## config.mk

```make
export PLATFORM = sky130hd
export DESIGN_NAME = btb_assoc
export DESIGN_NICKNAME = d
export VERILOG_FILES = /design/src/rtl/btb_assoc.sv
export SDC_FILE = /design/constraint.sdc
export NUM_CORES = 2
export LEC_CHECK = 0
export ABC_CLOCK_PERIOD_IN_PS = 8000
export CAP_MARGIN = 25
export CELL_PAD_IN_SITES_DETAIL_PLACEMENT = 0
export CELL_PAD_IN_SITES_GLOBAL_PLACEMENT = 1
export CORE_UTILIZATION = 29
export DETAILED_ROUTE_END_ITERATION = 12
export PLACE_DENSITY = 0.59
export SLEW_MARGIN = 20
export SYNTH_ARGS = -nofsm -noshare
export SYNTH_HDL_FRONTEND = slang
export SYNTH_SLANG_ARGS = --single-unit
export TNS_END_PERCENT = 50
```

## constraint.sdc

```tcl
create_clock -name clock -period 8 [get_ports clock]
set_input_delay 0.8 -clock clock [delete_from_list [all_inputs] [get_ports clock]]
set_output_delay 0.8 -clock clock [all_outputs]
set_load 0.02 [all_outputs]
```

## src/rtl/btb_assoc.sv

```systemverilog
// ---------------------------------------------------------------------------
// btb_assoc
// Fully associative branch target buffer for the fetch stage.
//
// Every cycle the fetch PC is compared against all valid entries and the
// result (hit, target, direction, link flag, entry index) is registered.
// The execute stage trains the table through the update port: a matching
// entry has its target/link refreshed and its saturating direction counter
// stepped; otherwise a victim is allocated (lowest-index invalid entry,
// else the true-LRU entry). Any touched entry becomes MRU.
//
// Ports:
//   clock, reset         single posedge clock, synchronous active-high reset
//   lookup_valid/_pc     fetch-side lookup request
//   hit, hit_target, hit_taken, hit_link, hit_idx
//                        registered lookup result (payload holds on miss)
//   upd_valid/_pc/_target/_taken/_link
//                        resolved-branch training port
//   invalidate_all       clear every valid bit at the next edge
// ---------------------------------------------------------------------------
module btb_assoc #(
    parameter int ENTRIES = 8,
    parameter int ADDR_W  = 32,
    parameter int CNT_W   = 2
) (
    input  logic                        clock,
    input  logic                        reset,
    input  logic                        lookup_valid,
    input  logic [ADDR_W-1:0]           lookup_pc,
    output logic                        hit,
    output logic [ADDR_W-1:0]           hit_target,
    output logic                        hit_taken,
    output logic                        hit_link,
    output logic [$clog2(ENTRIES)-1:0]  hit_idx,
    input  logic                        upd_valid,
    input  logic [ADDR_W-1:0]           upd_pc,
    input  logic [ADDR_W-1:0]           upd_target,
    input  logic                        upd_taken,
    input  logic                        upd_link,
    input  logic                        invalidate_all
);

    localparam int IDX_W = $clog2(ENTRIES);
    localparam logic [CNT_W-1:0] CNT_MAX = {CNT_W{1'b1}};
    // Weak-taken / weak-not-taken allocation values (1 / 0 when CNT_W=1).
    localparam logic [CNT_W-1:0] CNT_WT  = CNT_W'(2 ** (CNT_W - 1));
    localparam logic [CNT_W-1:0] CNT_WNT = CNT_W'(2 ** (CNT_W - 1) - 1);

    // Per-entry state
    logic              ent_valid_q [ENTRIES];
    logic              ent_valid_d [ENTRIES];
    logic [ADDR_W-1:0] ent_addr_q  [ENTRIES];
    logic [ADDR_W-1:0] ent_addr_d  [ENTRIES];
    logic [ADDR_W-1:0] ent_tgt_q   [ENTRIES];
    logic [ADDR_W-1:0] ent_tgt_d   [ENTRIES];
    logic              ent_link_q  [ENTRIES];
    logic              ent_link_d  [ENTRIES];
    logic [CNT_W-1:0]  ent_cnt_q   [ENTRIES];
    logic [CNT_W-1:0]  ent_cnt_d   [ENTRIES];
    logic [IDX_W-1:0]  ent_age_q   [ENTRIES];
    logic [IDX_W-1:0]  ent_age_d   [ENTRIES];

    // Registered lookup result
    logic              hit_q, hit_d;
    logic [ADDR_W-1:0] hit_target_q, hit_target_d;
    logic              hit_taken_q, hit_taken_d;
    logic              hit_link_q, hit_link_d;
    logic [IDX_W-1:0]  hit_idx_q, hit_idx_d;

    // Combinational search results
    logic              lk_match_s;
    logic [IDX_W-1:0]  lk_idx_s;
    logic              up_match_s;
    logic [IDX_W-1:0]  up_match_idx_s;
    logic              any_inv_s;
    logic [IDX_W-1:0]  inv_idx_s;
    logic [IDX_W-1:0]  old_idx_s;
    logic [IDX_W-1:0]  up_idx_s;
    logic              upd_en_s;
    logic              lk_promote_s;
    logic              promote_en_s;
    logic [IDX_W-1:0]  promote_idx_s;
    logic [IDX_W-1:0]  promo_age_s;

    // Saturating step of a direction counter.
    function automatic logic [CNT_W-1:0] cnt_step(input logic [CNT_W-1:0] c,
                                                  input logic tk);
        logic [CNT_W-1:0] r;
        if (tk) begin
            r = (c == CNT_MAX) ? c : c + CNT_W'(1);
        end else begin
            r = (c == CNT_W'(0)) ? c : c - CNT_W'(1);
        end
        return r;
    endfunction

    // Associative search for lookup/update matches and the allocation victim.
    // Descending loops leave the lowest matching index in each result.
    always_comb begin
        lk_match_s     = 1'b0;
        lk_idx_s       = '0;
        up_match_s     = 1'b0;
        up_match_idx_s = '0;
        any_inv_s      = 1'b0;
        inv_idx_s      = '0;
        old_idx_s      = '0;
        for (int i = ENTRIES - 1; i >= 0; i--) begin
            lk_match_s     = lk_match_s | (ent_valid_q[i] && (ent_addr_q[i] == lookup_pc));
            lk_idx_s       = (ent_valid_q[i] && (ent_addr_q[i] == lookup_pc)) ? IDX_W'(i) : lk_idx_s;
            up_match_s     = up_match_s | (ent_valid_q[i] && (ent_addr_q[i] == upd_pc));
            up_match_idx_s = (ent_valid_q[i] && (ent_addr_q[i] == upd_pc)) ? IDX_W'(i) : up_match_idx_s;
            any_inv_s      = any_inv_s | !ent_valid_q[i];
            inv_idx_s      = !ent_valid_q[i] ? IDX_W'(i) : inv_idx_s;
            old_idx_s      = (ent_age_q[i] == IDX_W'(ENTRIES - 1)) ? IDX_W'(i) : old_idx_s;
        end
        up_idx_s = up_match_s ? up_match_idx_s : (any_inv_s ? inv_idx_s : old_idx_s);
    end

    // Arbitration: invalidate beats update; a lookup only promotes when idle.
    always_comb begin
        upd_en_s      = upd_valid && !invalidate_all && !reset;
        lk_promote_s  = lookup_valid && lk_match_s && !upd_valid && !invalidate_all;
        promote_en_s  = upd_en_s || lk_promote_s;
        promote_idx_s = upd_en_s ? up_idx_s : lk_idx_s;
        promo_age_s   = ent_age_q[promote_idx_s];
    end

    // Next entry contents: invalidate, write/train, and LRU promotion.
    always_comb begin
        ent_valid_d = ent_valid_q;
        ent_addr_d  = ent_addr_q;
        ent_tgt_d   = ent_tgt_q;
        ent_link_d  = ent_link_q;
        ent_cnt_d   = ent_cnt_q;
        ent_age_d   = ent_age_q;
        if (invalidate_all) begin
            for (int i = 0; i < ENTRIES; i++) begin
                ent_valid_d[i] = 1'b0;
            end
        end else if (upd_en_s) begin
            ent_valid_d[up_idx_s] = 1'b1;
            ent_addr_d[up_idx_s]  = upd_pc;
            ent_tgt_d[up_idx_s]   = upd_target;
            ent_link_d[up_idx_s]  = upd_link;
            ent_cnt_d[up_idx_s]   = up_match_s ? cnt_step(ent_cnt_q[up_idx_s], upd_taken)
                                               : (upd_taken ? CNT_WT : CNT_WNT);
        end else begin
            ent_valid_d = ent_valid_q;
        end
        // Promotion touches every entry regardless of valid so ages stay a permutation.
        for (int i = 0; i < ENTRIES; i++) begin
            if (!promote_en_s) begin
                ent_age_d[i] = ent_age_q[i];
            end else if (IDX_W'(i) == promote_idx_s) begin
                ent_age_d[i] = '0;
            end else if (ent_age_q[i] < promo_age_s) begin
                ent_age_d[i] = ent_age_q[i] + IDX_W'(1);
            end else begin
                ent_age_d[i] = ent_age_q[i];
            end
        end
    end

    // Next registered lookup result; payload holds on miss or idle.
    always_comb begin
        hit_d = lookup_valid && lk_match_s;
        if (hit_d) begin
            hit_target_d = ent_tgt_q[lk_idx_s];
            hit_taken_d  = ent_cnt_q[lk_idx_s][CNT_W-1];
            hit_link_d   = ent_link_q[lk_idx_s];
            hit_idx_d    = lk_idx_s;
        end else begin
            hit_target_d = hit_target_q;
            hit_taken_d  = hit_taken_q;
            hit_link_d   = hit_link_q;
            hit_idx_d    = hit_idx_q;
        end
    end

    // Control state: valid bits, LRU ages and lookup result (reset to known values).
    always_ff @(posedge clock) begin
        if (reset) begin
            for (int i = 0; i < ENTRIES; i++) begin
                ent_valid_q[i] <= 1'b0;
                ent_age_q[i]   <= IDX_W'(i);
            end
            hit_q        <= 1'b0;
            hit_target_q <= '0;
            hit_taken_q  <= 1'b0;
            hit_link_q   <= 1'b0;
            hit_idx_q    <= '0;
        end else begin
            ent_valid_q  <= ent_valid_d;
            ent_age_q    <= ent_age_d;
            hit_q        <= hit_d;
            hit_target_q <= hit_target_d;
            hit_taken_q  <= hit_taken_d;
            hit_link_q   <= hit_link_d;
            hit_idx_q    <= hit_idx_d;
        end
    end

    // Entry payload: not reset, only meaningful while the entry is valid.
    always_ff @(posedge clock) begin
        ent_addr_q <= ent_addr_d;
        ent_tgt_q  <= ent_tgt_d;
        ent_link_q <= ent_link_d;
        ent_cnt_q  <= ent_cnt_d;
    end

    assign hit        = hit_q;
    assign hit_target = hit_target_q;
    assign hit_taken  = hit_taken_q;
    assign hit_link   = hit_link_q;
    assign hit_idx    = hit_idx_q;

endmodule

```

==> metrics.md <==
| Metric | Value |
|---|---|
| Seq/Total Area, Yosys | 0.582 |
| Reg power frac | 0.465 |
| Router iterations before antenna repair | 7 |
| Yosys warning count | 0 |
| Mapped Cells | 2,345 |
| Final Cycle Share | 0.808 |
| Crit Path Class | in2reg |
| Vias in the first global route | 21,210 |
| Hold-fix buffers at CTS | 0 |
| DR vias | 21,082 |
| Final weighted congestion in routability-driven placement | 0.975 |
| Static leakage | 12.3 nW |
| Critical Path Sink Type | register |
| Switch share | 0.241 |
| Crit path launch type | input port |
| Pwr per Cell Area | 205 nW/µm² |
| Number of routed nets with antenna violations | 0 |
| Initial Util | 0.294 |
| Tot Pwr | 0.00744 W |
| # IOs | 141 |
| Post-CTS setup buffer count | 0 |
| Number of buffers created by CTS | 74 |
| Fin crit period | 6460 ps |
| Psw | 0.00179 W |
| Largest net degree at the start of global routing | 69 |
| Die Area | 105,000 µm² |
| Syn nets | 2,472 |
| Worst R2R Start | ent_addr_q[159]$_DFFE_PP_ |
| Routed vias/inst | 5.27 |
| First-pass GRT wire length | 157,000 µm |
| Post-Route WL | 112,000 µm |
| Post-route insts no fill | 3,999 |
| Place WS | 1120 ps |
| WP data arrival | 7000 ps |
| Hold Path Class | reg2reg |
| DRT iter0 DRCs | 2,351 |
| VDD IR-drop max | 140 µV |
| Fillers | 9,966 |
| Worst Setup SP | upd_pc[17] |
| Worst-path clk slew | 60 ps |
| Core outline area | 102,000 µm² |
| Area occupied by multi-input gates | 12,000 µm² |
| Max clock buf depth | 3 |
| Row count | 117 |
| CTS tree | yes |
| WHS Path Cells | 2 |
| Number of synthesized flops with an enable pin | 536 |
| H-tree depth | 3 |
| Post-Route Setup TNS | 0 ps |
| DP Wirelength | 78,000 µm |
| Reg2reg path depth | 19 |
| Drc violations | 0 |
| Post-synth ARST share | 0 |
| Predominant post-synthesis flop cell | edfxtp_1 |
| IO Port Bufs | 140 |
| Combinational share of power | 0.071 |
| Final WS setup | 1540 ps |
| Syn Area/Cell | 12.8 µm² |
| Max Fanout on Critical Path | 10 |
| Die height | 324 µm |
| RSZ-0062 raised after global routing | false |
| Final Setup Violations | 0 |
| Initial antenna violation count | 9 |
| Register Area | 17,500 µm² |
| Commonest non-fill, non-tap cells in the layout | 536 x edfxtp_1, 317 x xor2_1, 182 x xnor2_1, 144 x nor4_1, 137 x clkdlybuf4s50_1 |
| Die W | 324 µm |
| Final net count | 2,694 |
| Post-CTS resize count | 0 |
| Synth Cell Area | 30,100 µm² |
| Area grow syn2layout | 20.4% |
| Clock share of power | 0.463 |
| Placed insts | 3,859 |
| Worst Hold Launch | hit_idx[0]$_SDFFE_PP0P_ |
| Post-DR wirelength/cell | 27.9 µm |
| Root Driver | clkbuf_16 |
| Sink Count | 606 |
| Aggregate global routing overflow | 0 |
| Int Power | 0.00564 W |
| Setup Skew | 43.7 ps |
| Final Max Slew Viols | 0 |
| Final hold vios | 0 |
| Tot GR Track Use | 0.212 |
| Actual slew at the worst max-slew pin | 1110 ps |
| Status | completed |
| Worst-Skew Late Latency | 670 ps |
| Worst Path Required | 8540 ps |
| Hold slack final | 466 ps |
| Slew headroom | 0.260 |
| Yosys reg bits | 606 |
| Most common cell after layout, fill and taps aside | edfxtp_1 |
| Layout cells sized above 1 | 0.124 |
| Netlist cell types | 98 |
| MaxCap Viol Count | 0 |
| Fmax | 155 MHz |
synth_stat cells (all sizes together), types with 6 or more instances:
| cell type | instances | area share |
|---|---|---|
| a211oi | 40 | 0.010 |
| a21boi | 7 | 0.0017 |
| a21oi | 89 | 0.015 |
| and2 | 41 | 0.0086 |
| buf | 84 | 0.016 |
| clkbuf | 39 | 0.0049 |
| dfxtp | 70 | 0.047 |
| edfxtp | 536 | 0.53 |
| ha | 24 | 0.010 |
| inv | 27 | 0.0034 |
| mux2 | 40 | 0.015 |
| mux2i | 126 | 0.042 |
| nand2 | 95 | 0.012 |
| nand2b | 21 | 0.0044 |
| nand3 | 41 | 0.0068 |
| nand4 | 79 | 0.017 |
| nand4b | 12 | 0.0035 |
| nor2 | 73 | 0.0094 |
| nor2b | 17 | 0.0035 |
| nor3 | 37 | 0.0062 |
| nor4 | 148 | 0.031 |
| nor4b | 11 | 0.0034 |
| o211ai | 7 | 0.0019 |
| o21a | 10 | 0.0025 |
| o21ai | 55 | 0.0095 |
| o221ai | 7 | 0.0027 |
| o22ai | 7 | 0.0015 |
| or2 | 6 | 0.0012 |
| or4 | 12 | 0.0030 |
| xnor2 | 182 | 0.053 |
| xor2 | 317 | 0.092 |
path summary, 6_finish.rpt:
check	endpoint	slack (ps)
worst min register to register	hit_idx[0]$_SDFFE_PP0P_	470
worst min-delay path	hit_idx[0]$_SDFFE_PP0P_	470
worst max register to register	ent_age_q[19]$_SDFFE_PP0P_	2420
worst max-delay path	ent_age_q[19]$_SDFFE_PP0P_	1540
power groups by stage:
stage | Combinational [W] | Sequential (W) | Clock, W
4_1_cts | 0.000521 | 0.00346 | 0.00352
5_1_grt | 0.000549 | 0.00346 | 0.00362
3_5_place_dp | 0.000518 | 0.00353 | 0
2_1_floorplan | 0.000240 | 0.00353 | 0
3_3_place_gp | 0.000519 | 0.00353 | 0
6_report | 0.000531 | 0.00346 | 0.00345
cell families after synthesis:
family / count (synthesis) / share of synthesized area
xor gates and xnor gates: 499 / 0.145
adders and majority gates: 24 / 0.00998
DFF: 606 / 0.582
AOI/OAI and AO/OA: 280 / 0.0644
and+or+nand+nor: 619 / 0.117
muxes: 166 / 0.0573
buffers and inverters: 151 / 0.0248
metrics by stage:
step           instance area (µm²)  utilization
6_report                     36200        0.354
5_1_grt                      36200        0.354
2_1_floorplan                30100            -
3_3_place_gp                 33700        0.329
3_5_place_dp                 33700        0.330
4_1_cts                      36200        0.354
registers in the layout, summed over array words and instances, names as in the netlist:
| register | count |
|---|---|
| ent_tgt_q | 256 |
| ent_age_q | 24 |
| hit_target | 32 |
| ent_valid_q | 8 |
| hit_taken | 1 |
| hit | 1 |
| ent_addr_q | 256 |
| ent_link_q | 8 |
| hit_idx | 3 |
| ent_cnt_q | 16 |
| hit_link | 1 |
layout make-up:
cell class,count,area share
timing repair buffer,269,0.0679
tap,1368,0.0472
inverter,28,0.00290
antenna,2,0.000138
sequential,606,0.483
multi-input combinational,1588,0.330
clock inverter,41,0.0139
clock buffer,97,0.0551
per-layer routing:
metal | part of all wire | track usage
met5 | 0.00064 | 0
met4 | 0.040 | 0.0854
met3 | 0.073 | 0.0405
met2 | 0.45 | 0.337
met1 | 0.43 | 0.284
worst max-delay path, stage by stage:
cell,delay [ps]
clkdlybuf4s50_1,940
xnor2_1,690
nand4_1,180
nor4b_1,440
nand4_1,480
nand4_2,370
nand2b_2,230
mux2_4,350
nand3_1,210
a21boi_0,420
o22ai_1,160
nor3_1,220
nor2_1,80
buf_4,190
ha_1,210
or3_1,350
a31o_2,230
o311ai_1,140
nor3_1,140
o2bb2ai_1,170
Note: power is estimated with default switching activity, not from simulation.
